## src/rtl/scoreboard_hazard_unit_if.sv

```systemverilog
// scoreboard_hazard_unit_if: issue, lookahead, dispatch and commit signals of the register scoreboard
interface scoreboard_hazard_unit_if #(
    parameter int NUM_WARPS   = 4,
    parameter int NUM_REGS    = 64,
    parameter int NUM_THREADS = 4,
    parameter int XLEN        = 32,
    parameter int UUID_BITS   = 44
);
    localparam int NW_BITS = NUM_WARPS > 1 ? $clog2(NUM_WARPS) : 1;
    localparam int NR_BITS = $clog2(NUM_REGS);
    logic                   sb_valid;
    logic                   sb_ready;
    logic [UUID_BITS-1:0]   sb_uuid;
    logic [NW_BITS-1:0]     sb_wid;
    logic [NUM_THREADS-1:0] sb_tmask;
    logic [XLEN-1:0]        sb_PC;
    logic                   sb_wb;
    logic [NR_BITS-1:0]     sb_rd;
    logic [NR_BITS-1:0]     sb_rd_n;
    logic [NR_BITS-1:0]     sb_rs1_n;
    logic [NR_BITS-1:0]     sb_rs2_n;
    logic [NR_BITS-1:0]     sb_rs3_n;
    logic [NW_BITS-1:0]     sb_wid_n;
    logic                   dsp_valid;
    logic                   dsp_ready;
    logic [UUID_BITS-1:0]   dsp_uuid;
    logic [NW_BITS-1:0]     dsp_wid;
    logic [NUM_THREADS-1:0] dsp_tmask;
    logic [XLEN-1:0]        dsp_PC;
    logic                   dsp_wb;
    logic [NR_BITS-1:0]     dsp_rd;
    logic                   cmt_valid;
    logic [NW_BITS-1:0]     cmt_wid;
    logic [NR_BITS-1:0]     cmt_rd;
    logic                   cmt_wb;
    logic                   cmt_eop;
    logic [31:0]            perf_stalls;
    modport master (
        output sb_valid, sb_uuid, sb_wid, sb_tmask, sb_PC, sb_wb, sb_rd,
        output sb_rd_n, sb_rs1_n, sb_rs2_n, sb_rs3_n, sb_wid_n,
        input  sb_ready,
        input  dsp_valid, dsp_uuid, dsp_wid, dsp_tmask, dsp_PC, dsp_wb, dsp_rd,
        output dsp_ready,
        output cmt_valid, cmt_wid, cmt_rd, cmt_wb, cmt_eop,
        input  perf_stalls
    );
    modport slave (
        input  sb_valid, sb_uuid, sb_wid, sb_tmask, sb_PC, sb_wb, sb_rd,
        input  sb_rd_n, sb_rs1_n, sb_rs2_n, sb_rs3_n, sb_wid_n,
        output sb_ready,
        output dsp_valid, dsp_uuid, dsp_wid, dsp_tmask, dsp_PC, dsp_wb, dsp_rd,
        input  dsp_ready,
        input  cmt_valid, cmt_wid, cmt_rd, cmt_wb, cmt_eop,
        output perf_stalls
    );
endinterface

```

## src/rtl/scoreboard_hazard_unit.sv

```systemverilog
// scoreboard_hazard_unit: per-warp register scoreboard holding RAW/WAW hazards in front of dispatch
module scoreboard_hazard_unit #(
    parameter int NUM_WARPS   = 4,
    parameter int NUM_REGS    = 64,
    parameter int NUM_THREADS = 4,
    parameter int XLEN        = 32,
    parameter int UUID_BITS   = 44
) (
    input logic clk,
    input logic reset,
    scoreboard_hazard_unit_if.slave bus
);
    localparam int NW_BITS = NUM_WARPS > 1 ? $clog2(NUM_WARPS) : 1;
    localparam int NR_BITS = $clog2(NUM_REGS);
    logic [NUM_REGS-1:0] inuse [NUM_WARPS];
    logic [NUM_REGS-1:0] inuse_n [NUM_WARPS];
    logic [NR_BITS-1:0]  op_reg [4];
    logic [NR_BITS-1:0]  reg_n [4];
    logic [NW_BITS-1:0]  op_wid;
    logic [3:0]          op_busy, busy, busy_n;
    logic                rel, rsv, hazard, out_free, fire;
    assign rel      = bus.cmt_valid & bus.cmt_wb & bus.cmt_eop & (bus.cmt_rd != '0);
    assign hazard   = bus.sb_valid & |busy;
    assign out_free = ~bus.dsp_valid | bus.dsp_ready;
    assign bus.sb_ready = ~reset & ~hazard & out_free;
    assign fire     = bus.sb_valid & bus.sb_ready;
    assign rsv      = fire & bus.sb_wb & (bus.sb_rd != '0);
    always_comb begin
        reg_n[0] = bus.sb_rd_n;
        reg_n[1] = bus.sb_rs1_n;
        reg_n[2] = bus.sb_rs2_n;
        reg_n[3] = bus.sb_rs3_n;
    end
    // a commit landing this cycle unblocks the waiting instruction immediately
    always_comb begin
        busy = '0;
        for (int i = 0; i < 4; i++)
            busy[i] = op_busy[i] & ~(rel & (bus.cmt_wid == op_wid) & (bus.cmt_rd == op_reg[i]));
    end
    // release first so a same-cycle reserve of the same register wins
    always_comb begin
        inuse_n = inuse;
        busy_n  = '0;
        if (rel) inuse_n[bus.cmt_wid][bus.cmt_rd] = 1'b0;
        if (rsv) inuse_n[bus.sb_wid][bus.sb_rd] = 1'b1;
        for (int i = 0; i < 4; i++)
            busy_n[i] = inuse_n[bus.sb_wid_n][reg_n[i]];
    end
    always_ff @(posedge clk) begin
        op_reg <= reg_n;
        op_wid <= bus.sb_wid_n;
        if (reset) begin
            inuse           <= '{default: '0};
            op_busy         <= '0;
            bus.perf_stalls <= '0;
            bus.dsp_valid   <= 1'b0;
            bus.dsp_uuid    <= '0;
            bus.dsp_wid     <= '0;
            bus.dsp_tmask   <= '0;
            bus.dsp_PC      <= '0;
            bus.dsp_wb      <= 1'b0;
            bus.dsp_rd      <= '0;
        end else begin
            inuse   <= inuse_n;
            op_busy <= busy_n;
            if (hazard && !(&bus.perf_stalls)) bus.perf_stalls <= bus.perf_stalls + 32'd1;
            if (fire) begin
                bus.dsp_valid <= 1'b1;
                bus.dsp_uuid  <= bus.sb_uuid;
                bus.dsp_wid   <= bus.sb_wid;
                bus.dsp_tmask <= bus.sb_tmask;
                bus.dsp_PC    <= bus.sb_PC;
                bus.dsp_wb    <= bus.sb_wb;
                bus.dsp_rd    <= bus.sb_rd;
            end else if (bus.dsp_ready) begin
                bus.dsp_valid <= 1'b0;
            end
        end
    end
    release_of_clear_register: assert property (@(posedge clk) disable iff (reset)
        rel |-> inuse[bus.cmt_wid][bus.cmt_rd]);
endmodule

```

## src/flat_wrapper.sv

```systemverilog
// flat-port wrapper written by rule: the top's interface ports become plain ports
module scoreboard_hazard_unit_flat 
#(
    parameter int NUM_WARPS   = 4,
    parameter int NUM_REGS    = 64,
    parameter int NUM_THREADS = 4,
    parameter int XLEN        = 32,
    parameter int UUID_BITS   = 44
)
  (clk, reset, bus_sb_valid, bus_sb_uuid, bus_sb_wid, bus_sb_tmask, bus_sb_PC, bus_sb_wb, bus_sb_rd, bus_sb_rd_n, bus_sb_rs1_n, bus_sb_rs2_n, bus_sb_rs3_n, bus_sb_wid_n, bus_sb_ready, bus_dsp_valid, bus_dsp_uuid, bus_dsp_wid, bus_dsp_tmask, bus_dsp_PC, bus_dsp_wb, bus_dsp_rd, bus_dsp_ready, bus_cmt_valid, bus_cmt_wid, bus_cmt_rd, bus_cmt_wb, bus_cmt_eop, bus_perf_stalls);
  scoreboard_hazard_unit_if #(.NUM_WARPS(NUM_WARPS), .NUM_REGS(NUM_REGS), .NUM_THREADS(NUM_THREADS), .XLEN(XLEN), .UUID_BITS(UUID_BITS)) bus_i ();
  input logic clk;
  input logic reset;
  input wire logic [$bits(bus_i.sb_valid)-1:0] bus_sb_valid;
  input wire logic [$bits(bus_i.sb_uuid)-1:0] bus_sb_uuid;
  input wire logic [$bits(bus_i.sb_wid)-1:0] bus_sb_wid;
  input wire logic [$bits(bus_i.sb_tmask)-1:0] bus_sb_tmask;
  input wire logic [$bits(bus_i.sb_PC)-1:0] bus_sb_PC;
  input wire logic [$bits(bus_i.sb_wb)-1:0] bus_sb_wb;
  input wire logic [$bits(bus_i.sb_rd)-1:0] bus_sb_rd;
  input wire logic [$bits(bus_i.sb_rd_n)-1:0] bus_sb_rd_n;
  input wire logic [$bits(bus_i.sb_rs1_n)-1:0] bus_sb_rs1_n;
  input wire logic [$bits(bus_i.sb_rs2_n)-1:0] bus_sb_rs2_n;
  input wire logic [$bits(bus_i.sb_rs3_n)-1:0] bus_sb_rs3_n;
  input wire logic [$bits(bus_i.sb_wid_n)-1:0] bus_sb_wid_n;
  output wire logic [$bits(bus_i.sb_ready)-1:0] bus_sb_ready;
  output wire logic [$bits(bus_i.dsp_valid)-1:0] bus_dsp_valid;
  output wire logic [$bits(bus_i.dsp_uuid)-1:0] bus_dsp_uuid;
  output wire logic [$bits(bus_i.dsp_wid)-1:0] bus_dsp_wid;
  output wire logic [$bits(bus_i.dsp_tmask)-1:0] bus_dsp_tmask;
  output wire logic [$bits(bus_i.dsp_PC)-1:0] bus_dsp_PC;
  output wire logic [$bits(bus_i.dsp_wb)-1:0] bus_dsp_wb;
  output wire logic [$bits(bus_i.dsp_rd)-1:0] bus_dsp_rd;
  input wire logic [$bits(bus_i.dsp_ready)-1:0] bus_dsp_ready;
  input wire logic [$bits(bus_i.cmt_valid)-1:0] bus_cmt_valid;
  input wire logic [$bits(bus_i.cmt_wid)-1:0] bus_cmt_wid;
  input wire logic [$bits(bus_i.cmt_rd)-1:0] bus_cmt_rd;
  input wire logic [$bits(bus_i.cmt_wb)-1:0] bus_cmt_wb;
  input wire logic [$bits(bus_i.cmt_eop)-1:0] bus_cmt_eop;
  output wire logic [$bits(bus_i.perf_stalls)-1:0] bus_perf_stalls;
  assign bus_i.sb_valid = bus_sb_valid;
  assign bus_i.sb_uuid = bus_sb_uuid;
  assign bus_i.sb_wid = bus_sb_wid;
  assign bus_i.sb_tmask = bus_sb_tmask;
  assign bus_i.sb_PC = bus_sb_PC;
  assign bus_i.sb_wb = bus_sb_wb;
  assign bus_i.sb_rd = bus_sb_rd;
  assign bus_i.sb_rd_n = bus_sb_rd_n;
  assign bus_i.sb_rs1_n = bus_sb_rs1_n;
  assign bus_i.sb_rs2_n = bus_sb_rs2_n;
  assign bus_i.sb_rs3_n = bus_sb_rs3_n;
  assign bus_i.sb_wid_n = bus_sb_wid_n;
  assign bus_sb_ready = bus_i.sb_ready;
  assign bus_dsp_valid = bus_i.dsp_valid;
  assign bus_dsp_uuid = bus_i.dsp_uuid;
  assign bus_dsp_wid = bus_i.dsp_wid;
  assign bus_dsp_tmask = bus_i.dsp_tmask;
  assign bus_dsp_PC = bus_i.dsp_PC;
  assign bus_dsp_wb = bus_i.dsp_wb;
  assign bus_dsp_rd = bus_i.dsp_rd;
  assign bus_i.dsp_ready = bus_dsp_ready;
  assign bus_i.cmt_valid = bus_cmt_valid;
  assign bus_i.cmt_wid = bus_cmt_wid;
  assign bus_i.cmt_rd = bus_cmt_rd;
  assign bus_i.cmt_wb = bus_cmt_wb;
  assign bus_i.cmt_eop = bus_cmt_eop;
  assign bus_perf_stalls = bus_i.perf_stalls;
  scoreboard_hazard_unit #(.NUM_WARPS(NUM_WARPS), .NUM_REGS(NUM_REGS), .NUM_THREADS(NUM_THREADS), .XLEN(XLEN), .UUID_BITS(UUID_BITS)) u_core (.clk(clk), .reset(reset), .bus(bus_i));
endmodule
```

## config.mk

```make
export PLATFORM = sky130hd
export DESIGN_NAME = scoreboard_hazard_unit_flat
export DESIGN_NICKNAME = d
export VERILOG_FILES = /design/src/rtl/scoreboard_hazard_unit_if.sv /design/src/rtl/scoreboard_hazard_unit.sv /design/src/flat_wrapper.sv
export SDC_FILE = /design/constraint.sdc
export NUM_CORES = 1
export LEC_CHECK = 0
export BUFFER_PORTS_ARGS = -buffer_cell sky130_fd_sc_hd__buf_2
export CAP_MARGIN = 40
export CORE_MARGIN = 2
export CORE_UTILIZATION = 60
export DETAILED_ROUTE_END_ITERATION = 6
export PLACE_DENSITY = 0.81
export SLEW_MARGIN = 20
export SYNTH_ARGS = -nofsm -noshare
export SYNTH_HDL_FRONTEND = slang
export SYNTH_SLANG_ARGS = --single-unit
```

## constraint.sdc

```tcl
create_clock -name clk -period 4.6 [get_ports clk]
set_clock_uncertainty 0.15 [all_clocks]
set_input_delay 0.46 -clock clk [delete_from_list [all_inputs] [get_ports clk]]
set_output_delay 0.46 -clock clk [all_outputs]
set_load 0.03 [all_outputs]
```

==> impl_metrics.env <==
export IMPL_status="finished clean"
export IMPL_setup_viol=0
export IMPL_largest_register="u_core.inuse"
export IMPL_finalSetupTns_ns=0
export IMPL_grt_ovfl_total=0
export IMPL_first_iter_violations=3817
export IMPL_multi_input_area_sq_um=14000
export IMPL_required_ns=5.00
export IMPL_reg2reg_from="u_core.op_wid[1]"
export IMPL_gp_congestion=0.981
export IMPL_fin_crit_ns=4.32
export IMPL_largest_registers="u_core.inuse x256, u_core.bus.dsp_uuid x44"
export IMPL_vias_per_cell=7.06
export IMPL_irDropWorstVdd_mv=0.298
export IMPL_powerDensity_nw_per_um2=319
export IMPL_worst_pin_slew_ns=1.24
export IMPL_grt_pass1_vias=25282
export IMPL_final_cells=3634
export IMPL_clock_path_buffers=3
export IMPL_internal_power_mw=6.30
export IMPL_seqPwrFrac=0.404
export IMPL_path_class="reg -> reg"
export IMPL_finalCritPeriodShare=0.939
export IMPL_fillCellCount=2785
export IMPL_cts_tree="built"
export IMPL_synthesis_nets=2941
export IMPL_fp_dieW_microns=201
export IMPL_startpoint="u_core.op_wid[1]"
export IMPL_yosysMostFrequentCell="nand2_1"
export IMPL_rows=72
export IMPL_area_growth_pct=21.2
export IMPL_io_pins=253
export IMPL_drv_cap=0
export IMPL_post_dp_cell_area_sq_um=25600
export IMPL_yosysWarnings=0
export IMPL_slew_headroom=0.173
export IMPL_ys_async_sr_fraction=0
export IMPL_vias=25668
export IMPL_synth_distinct_cells=72
export IMPL_fin_ws_ns=0.281
export IMPL_ys_seq_area_frac=0.352
export IMPL_grt_antenna_before_repair=1
export IMPL_critPathCaptureType="register"
export IMPL_drtAntennaViolNets=0
export IMPL_cp_max_fo=87
export IMPL_stdcell_area_sq_um=28100
export IMPL_grt_max_degree=207
export IMPL_core_sq_um=38500
export IMPL_hold_violations=0
export IMPL_placed_cells=3455
export IMPL_drive_gt1_frac=0.204
export IMPL_synth_top_flop_cell="dfxtp_1"
export IMPL_wl_per_cell_microns=26.9
export IMPL_cp_start_kind="register"
export IMPL_netlist_area_sq_um=23200
export IMPL_p_clk_frac=0.429
export IMPL_cts_hold_buf=88
export IMPL_clk_latency_ns=0.61
export IMPL_synth_top_area_cell="dfxtp_1"
export IMPL_switching_share=0.297
export IMPL_firstDrtPassIters=7
export IMPL_port_buffers=252
export IMPL_combPwrFrac=0.167
export IMPL_grt_use_total=0.470
export IMPL_final_nets=3207
export IMPL_leakage_nw=10.4
export IMPL_post_cts_buffers=0
export IMPL_min_from="bus_sb_uuid[6]"
export IMPL_hpwl_microns=61800
export IMPL_synth_top_area_frac=0.352
export IMPL_cts_clk_slew_worst_paths_ns=0.07
export IMPL_initial_utilization=0.604
export IMPL_die_area_sq_um=40300
export IMPL_final_core_util=0.732
export IMPL_grt_pass1_wl_microns=148000
export IMPL_htree_levels=2
export IMPL_hold_ws_ns=0.0155
export IMPL_hold_path_class="in -> reg"
export IMPL_synth_edff_count=0
export IMPL_p_sw_mw=2.66
export IMPL_regArea_sq_um=8170
export IMPL_rsz0062_at_grt="false"
export IMPL_synth_seq_cells=408
export IMPL_finalWirelength_microns=97600
export IMPL_cts_repair_resized=0
export IMPL_worst_ep_arrival_time_ns=4.72
export IMPL_synth_commonest_cells="461 x nand2_1, 408 x dfxtp_1, 289 x o21ai_0"
export IMPL_max_freq_mhz=232
export IMPL_dieHeight_microns=201
export IMPL_clock_sinks=408
export IMPL_final_max_slew_viol_count=0
export IMPL_numCtsBuffers=45
export IMPL_power_total_mw=8.96
export IMPL_avgSynthCellArea_sq_um=8.27
export IMPL_netlist_instances=2810
export IMPL_yosys_top_cells_area="dfxtp_1 35%, mux4_2 9.7%, nand2_1 7.5%, o21ai_0 6.2%, o41ai_1 5.8%"
export IMPL_cts_root_buf="clkbuf_16"
export IMPL_route_detailed_drc=0
export IMPL_place_ws_ns=0.0776
export IMPL_largest_register_ffs=256
==> critical path: stages, from the launching register on <==
cell,delay (ns)
dfxtp_1,0.35
xnor2_1,0.13
nand2_1,0.18
o41ai_1,0.41
buf_4,0.19
nand4_4,0.17
buf_12,0.29
o41ai_1,0.54
mux2i_1,0.24
mux4_2,0.52
mux2_2,0.30
a221o_1,0.38
o311ai_0,0.18
a32o_1,0.20
==> cell usage in the layout (no fill, tap or decap), types with 7 or more instances in the layout <==
| master | instances |
|---|---|
| xor2_1 | 17 |
| buf_4 | 122 |
| nor2_1 | 145 |
| o21a_1 | 12 |
| nor2b_1 | 8 |
| nand3_1 | 58 |
| xnor2_1 | 37 |
| clkbuf_16 | 45 |
| o41a_1 | 10 |
| nor3_1 | 32 |
| a211oi_1 | 15 |
| nor3b_1 | 12 |
| and4_1 | 8 |
| and3_1 | 11 |
| o41ai_1 | 153 |
| o211ai_1 | 17 |
| buf_2 | 250 |
| nor4_1 | 58 |
| and2_1 | 184 |
| mux2_2 | 20 |
| nand4_1 | 18 |
| a31oi_1 | 9 |
| or3_1 | 9 |
| o22a_1 | 8 |
| a21oi_1 | 168 |
| mux4_2 | 100 |
| o21ai_0 | 289 |
| inv_1 | 16 |
| buf_12 | 23 |
| dfxtp_1 | 408 |
| clkbuf_1 | 7 |
| o22ai_1 | 63 |
| clkinv_2 | 10 |
| mux2i_1 | 79 |
| nand2_1 | 459 |
| or2_2 | 10 |
| dlygate4sd3_1 | 88 |
| o221ai_1 | 7 |
| clkbuf_8 | 12 |
==> power groups by stage <==
stage          registers [mW]  logic [mW]  clock network [mW]
6_report                 3.62        1.50                3.85
5_1_grt                  3.62        1.53                3.98
4_1_cts                  3.62        1.40                3.83
3_5_place_dp             3.69        1.34                   0
3_3_place_gp             3.69        1.31                   0
2_1_floorplan            3.76       0.724                   0
==> cell families after synthesis <==
| logic type | after synthesis | share of synthesized area |
|---|---|---|
| and+or+nand+nor | 1049 | 0.216 |
| AOI/OAI and AO/OA | 806 | 0.222 |
| DFF | 408 | 0.352 |
| buffers and inverters | 293 | 0.0479 |
| muxes | 199 | 0.141 |
| xor gates and xnor gates | 54 | 0.0204 |
| adders and majority gates | 1 | 0.000539 |
==> routing by layer <==
layer	wire, microns	global-route usage	up-vias
li1	-	-	10901
met4	7310	0.332	4
met5	65	0.00952	-
met2	41400	0.693	2199
met1	34100	0.572	12007
met3	14700	0.167	557
==> cell type report <==
| type | instances | share of cell area |
|---|---|---|
| antenna | 3 | 0.000267 |
| clock buffer | 64 | 0.0468 |
| clock inverter | 20 | 0.00831 |
| inverter | 23 | 0.00311 |
| multi-input combinational | 2109 | 0.499 |
| sequential | 408 | 0.290 |
| tap | 518 | 0.0230 |
| timing repair buffer | 489 | 0.129 |
==> final timing paths <==
kind,endpoint,slack (ns),cells past startpoint
max,u_core.op_busy[1],0.28,13
min,u_core.bus.dsp_uuid[6],0.02,3
max reg2reg,u_core.op_busy[1],0.28,13
min reg2reg,u_core.bus.dsp_rd[4],0.30,2
Power figures use the tool's default switching activity.
